$ cat src/rtl/music_tone_audio_port.sv
// music_tone_audio_port: DDS note generator driving a PWM audio pin; define AUDIO_SQUARE_OUT_EN for a square-wave output instead of sine PWM
module music_tone_audio_port #(
    parameter int CLK_HZ = 100_000_000,
    parameter int ACC_W  = 32,
    parameter int PWM_W  = 8
) (
    input  logic       clk,
    input  logic       rst_n,
    input  logic       SD,
    input  logic [4:0] tone,
    output logic       sd,
    output logic       audio_out
);
    localparam longint unsigned C_UHZ = 64'd523_251_131;
    localparam longint unsigned D_UHZ = 64'd587_329_536;
    localparam longint unsigned E_UHZ = 64'd659_255_114;
    localparam longint unsigned F_UHZ = 64'd698_456_463;
    localparam longint unsigned G_UHZ = 64'd783_990_872;
    localparam longint unsigned A_UHZ = 64'd880_000_000;
    localparam longint unsigned B_UHZ = 64'd987_766_603;

    // Fifth-octave pitch in micro-hertz, divided down by 2^sh, scaled to a rounded tuning word.
    function automatic logic [ACC_W-1:0] ftw_of(input longint unsigned f5_uhz, input int sh);
        longint unsigned div;
        div = (64'(CLK_HZ) * 64'd1_000_000) << sh;
        return ACC_W'(((f5_uhz << ACC_W) + (div >> 1)) / div);
    endfunction

    logic             sd_q, audio_q, audio_d, rest, mute;
    logic [4:0]       tone_q;
    logic [ACC_W-1:0] acc_q, acc_d, ftw;

    // Tuning word per note code; every arm folds to a constant.
    always_comb begin
        ftw = '0;
        case (tone_q)
            5'd1:  ftw = ftw_of(C_UHZ, 2);
            5'd2:  ftw = ftw_of(D_UHZ, 2);
            5'd3:  ftw = ftw_of(E_UHZ, 2);
            5'd4:  ftw = ftw_of(F_UHZ, 2);
            5'd5:  ftw = ftw_of(G_UHZ, 2);
            5'd6:  ftw = ftw_of(A_UHZ, 2);
            5'd7:  ftw = ftw_of(B_UHZ, 2);
            5'd8:  ftw = ftw_of(C_UHZ, 1);
            5'd9:  ftw = ftw_of(D_UHZ, 1);
            5'd10: ftw = ftw_of(E_UHZ, 1);
            5'd11: ftw = ftw_of(F_UHZ, 1);
            5'd12: ftw = ftw_of(G_UHZ, 1);
            5'd13: ftw = ftw_of(A_UHZ, 1);
            5'd14: ftw = ftw_of(B_UHZ, 1);
            5'd15: ftw = ftw_of(C_UHZ, 0);
            5'd16: ftw = ftw_of(D_UHZ, 0);
            5'd17: ftw = ftw_of(E_UHZ, 0);
            5'd18: ftw = ftw_of(F_UHZ, 0);
            5'd19: ftw = ftw_of(G_UHZ, 0);
            5'd20: ftw = ftw_of(A_UHZ, 0);
            5'd21: ftw = ftw_of(B_UHZ, 0);
            default: ftw = '0;
        endcase
    end

`ifndef AUDIO_SQUARE_OUT_EN
    localparam logic [7:0] QROM [64] = '{
        8'd128, 8'd131, 8'd134, 8'd137, 8'd140, 8'd143, 8'd146, 8'd149,
        8'd152, 8'd155, 8'd158, 8'd162, 8'd165, 8'd167, 8'd170, 8'd173,
        8'd176, 8'd179, 8'd182, 8'd185, 8'd188, 8'd190, 8'd193, 8'd196,
        8'd198, 8'd201, 8'd203, 8'd206, 8'd208, 8'd211, 8'd213, 8'd215,
        8'd218, 8'd220, 8'd222, 8'd224, 8'd226, 8'd228, 8'd230, 8'd232,
        8'd234, 8'd235, 8'd237, 8'd238, 8'd240, 8'd241, 8'd243, 8'd244,
        8'd245, 8'd246, 8'd248, 8'd249, 8'd250, 8'd250, 8'd251, 8'd252,
        8'd253, 8'd253, 8'd254, 8'd254, 8'd254, 8'd255, 8'd255, 8'd255
    };

    logic [7:0]       idx, base, sine;
    logic [5:0]       k;
    logic [PWM_W-1:0] pwm_cnt_q, pwm_cnt_d, sample_q, sample_d;

    // Quarter-wave fold: mirror in odd quadrants, invert in the lower half; the
    // peak (idx 64/192) and the exact midpoint (idx 128) fall outside the ROM.
    always_comb begin
        idx  = acc_q[ACC_W-1 -: 8];
        k    = idx[6] ? 6'd0 - idx[5:0] : idx[5:0];
        base = (idx[6] && idx[5:0] == 6'd0) ? 8'd255 : QROM[k];
        sine = (idx == 8'd128) ? 8'd128 : idx[7] ? 8'd255 - base : base;
    end
`endif

    // Next state: phase accumulation, per-period sample latch and muted PWM compare.
    always_comb begin
        rest    = (tone_q == 5'd0) || (tone_q > 5'd21);
        mute    = rest || !SD;
        acc_d   = rest ? '0 : acc_q + ftw;
`ifdef AUDIO_SQUARE_OUT_EN
        audio_d = !mute && acc_q[ACC_W-1];
`else
        pwm_cnt_d = pwm_cnt_q + 1'b1;
        sample_d  = (pwm_cnt_q == '1) ? sine : sample_q;
        audio_d   = !mute && (pwm_cnt_q < sample_q);
`endif
    end

    // State registers, cleared asynchronously by rst_n.
    always_ff @(posedge clk or negedge rst_n) begin
        if (!rst_n) begin
            sd_q      <= 1'b0;
            tone_q    <= '0;
            acc_q     <= '0;
            audio_q   <= 1'b0;
`ifndef AUDIO_SQUARE_OUT_EN
            sample_q  <= '0;
            pwm_cnt_q <= '0;
`endif
        end else begin
            sd_q      <= SD;
            tone_q    <= tone;
            acc_q     <= acc_d;
            audio_q   <= audio_d;
`ifndef AUDIO_SQUARE_OUT_EN
            sample_q  <= sample_d;
            pwm_cnt_q <= pwm_cnt_d;
`endif
        end
    end

    assign sd        = sd_q;
    assign audio_out = audio_q;
endmodule

$ cat config.mk
export PLATFORM = sky130hd
export DESIGN_NAME = music_tone_audio_port
export DESIGN_NICKNAME = d
export VERILOG_FILES = /design/src/rtl/music_tone_audio_port.sv
export SDC_FILE = /design/constraint.sdc
export NUM_CORES = 1
export LEC_CHECK = 0
export ABC_AREA = 1
export CAP_MARGIN = 0
export CORE_MARGIN = 2
export CORE_UTILIZATION = 53
export DETAILED_ROUTE_END_ITERATION = 8
export GPL_TIMING_DRIVEN = 0
export PLACE_DENSITY = 0.7
export RECOVER_POWER = 100
export SLEW_MARGIN = 20
export SYNTH_ARGS = -nofsm -noshare
export SYNTH_HDL_FRONTEND = slang
export SYNTH_SLANG_ARGS = --single-unit
export TNS_END_PERCENT = 20
$ cat constraint.sdc
create_clock -name clk -period 3.45 [get_ports clk]
set_input_delay 1.035 -clock clk [delete_from_list [all_inputs] [get_ports clk]]
set_output_delay 1.035 -clock clk [all_outputs]
set_load 0.01 [all_outputs]
==> out/metrics.yaml <==
synthesis:
  syn-cell-area_um2: 4672
  synth_top_area_frac: 0.2946
  synth_area_per_cell_um2: 7.144
  ys_warn_count: 0
  syn_inst: 654
  synthDistinctLibCells: 46
  synth_top_area_cell: "dfrtp_1"
  syn_nets: 709
  yosysSeqAreaShare: 0.2946
  synth_area_leaders: "dfrtp_1 (29%), nand2_1 (13%), ha_1 (12%), nor2_1 (5.8%), inv_1 (5.4%)"
  ys_ff_latch: 55
grt:
  track_usage: 0.2317
  antenna_found_initial: 0
  grt_pass1_wl_mm: 18.71
  grt_max_degree: 56
  overflow: 0
  first_global_vias: 4132
setup_path:
  worstPathRequired_ns: 3.66
  path_common_cell: "a21oi_1"
  slowest_stage: "dfrtp_1"
  crit_fanout: 10
  worstSetupStartpointType: "flip-flop"
  cp-end-kind: "flip-flop"
  path_class: "flip-flop to flip-flop"
  cpPeakStageDelay_ns: 0.37
  cp.arrival_ns: 3.51
  crit_chain: "buf_6 -> clkinv_1 -> nor2_1 -> inv_1 -> o21ai_0 -> o31ai_2 -> ha_1 -> a21oi_1 -> o21ai_0 -> a21oi_1 -> o21ai_4 -> a21oi_4 -> inv_2 -> a21oi_1 -> nor2_1"
timing:
  max_freq_mhz: 303.3
  slew_headroom: 0.09075
  period_share: 0.9556
  fin_skew_ns: 0.005953
  hold-worst-slack_ns: 0.4789
  final_hold_viol_count: 0
  maxSlewViolCount: 0
  period_minus_slack_ns: 3.297
  worst_pin_slew_ns: 1.364
  finalSetupViolCount: 0
detailed_routing:
  drc: 0
  wirelength_mm: 10.66
  drtPass1Iterations: 5
  routedWlPerCell_um: 13.61
  ant_nets: 0
  vias_per_cell: 5.494
  vias: 4302
  first_iter_violations: 224
clock_network:
  clock_latency_ns: 0.32
  cts.hold.buffers_added: 0
  cts_tree: "done"
  clk_pin_slew_ns: 0.11
  root_buffer: "clkbuf_8"
  clock-sinks: 55
  cts_buffers: 5
  h-tree-depth: 2
  cts.path.max_buffers: 2
floorplan:
  dieHeight_um: 97.89
  die-area_um2: 9582
  core_region_area_um2: 8636
  num_rows: 34
  die_w_um: 97.89
  initial_core_util: 0.5410
  io_pins: 10
cells_and_area:
  insertedDiodeCount: 0
  final_net_count: 729
  drive_above_1_share: 0.1007
  synthToLayoutAreaGrowth_pct: 7.713
  final_area_um2: 5032
  final_cells: 783
worst_hold_path:
  min_path_type: "flip-flop to flip-flop"
placed_design:
  placed_cells: 771
  dp_hpwl_mm: 8.312
  placed_area_um2: 4895
  globalplace.congestion: 0.9046
  port_buffers: 9
pwr:
  powerDensity_nw_per_um2: 381.2
  vdd_drop_max_uv: 204.6
  p_leak_uw: 0.002472
status:
  status: "finished clean"
flow_run:
  drv_cap: 0
## per-layer routing
metal  track usage  vias to the layer above  part of all wire
li1              -                     2209                 -
met1        0.3262                     1969              0.49
met2        0.3783                      104              0.46
met3       0.03006                       20             0.039
met4       0.06090                        0             0.018
met5             0                        -                 0
## worst max-delay path, delay by kind of cell (launching register included)
kind | cells | cell delay, ns
buf+inv | 4 | 0.60
flops | 1 | 0.37
compound gates | 8 | 1.58
simple gates | 2 | 0.31
fa+ha+maj | 1 | 0.33
## flip-flops by register name, indices dropped and copies added, names as in the netlist
name / count
acc_q: 32
audio_out: 1
pwm_cnt_q: 8
sample_q: 8
sd: 1
tone_q: 5
## cell usage after synthesis (all sizes together)
master	number
nor2	76
nand3	55
a21o	4
o211ai	8
nand2	170
a21boi	2
fa	1
nor3	15
o31ai	1
o21ai	47
dfrtp	55
xor2	7
ha	46
o22ai	3
xnor2	5
o21a	4
inv	74
o311ai	1
o32ai	2
a21oi	51
a22oi	1
nand3b	1
a31oi	1
nand4	6
buf	11
or2	2
clkinv	1
nor4	2
o21bai	2
## metrics by stage
step           power [µW]   TNS [ns]  utilization  worst slack, ns
2_1_floorplan        1341          0            -           0.6156
3_3_place_gp         1495     -23.82       0.5671          -0.4372
3_5_place_dp         1513  -0.002111       0.5668        -0.002111
4_1_cts              1902          0       0.5779         0.001956
5_1_grt              2063   -0.09368       0.5827         -0.04078
6_report             1918          0       0.5827           0.1531
## cell type report
type	count	area [µm²]
multi-input cells	514	2937
clock inverters	3	27.53
well taps	108	135.1
repair buffers	13	115.1
fillers	827	3603
plain buffers	10	82.58
inverters	75	286.5
clock buffers	5	68.82
flip-flops and latches	55	1380
## layout by cell type, fill, tap and decap left out, types with 4 or more instances in the layout
cell / n
clkbuf_8: 5
nand2_1: 159
dlygate4sd3_1: 8
inv_1: 66
inv_2: 6
buf_6: 4
o21a_1: 4
nand3_2: 5
xor2_1: 6
nand3_1: 50
o21ai_1: 10
a21oi_1: 49
o211ai_1: 7
ha_1: 46
dfrtp_1: 52
nand2_2: 8
nor3_1: 14
buf_4: 5
o21ai_0: 33
a21o_1: 4
nand4_1: 6
xnor2_1: 5
nor2_1: 72
## worst paths after layout
path | from | end | slack [ns] | cells past startpoint
max in group asynchronous | rst_n | tone_q[0] | 1.52 | 1
min reg2reg | pwm_cnt_q[0] | pwm_cnt_q[0] | 0.48 | 1
max | tone_q[3] | acc_q[20] | 0.15 | 15
min | pwm_cnt_q[0] | pwm_cnt_q[0] | 0.48 | 1
max reg2reg | tone_q[3] | acc_q[20] | 0.15 | 15
min in group asynchronous | rst_n | acc_q[25] | 1.01 | 1
## power by group
part	internal [µW]	total (µW)	switching [µW]	leakage, µW
clock	150	387	237	0.0000463
sequential	730	773	43.8	0.000718
combinational	280	758	478	0.00171
total	1160	1920	759	0.00247
## cell families (layout without fill, tap and decap cells)
kind of cell	Yosys count	count (layout)	share of synthesized area
AND/OR/NAND/NOR	327	327	0.3109
flip-flops	55	55	0.2946
XOR/XNOR	12	12	0.02651
adder cells (fa/ha/maj)	47	47	0.1275
buffers and inverters	86	106	0.07847
AO/OA/AOI/OAI	127	128	0.1620
## timing repair
item,4_1_cts,5_1_grt
buffers inserted,0,4
pin swaps,0,6
gates resized for setup,1,19
gates cloned,0,1
setup endpoints to repair,2,19
Power figures use the tool's default switching activity.
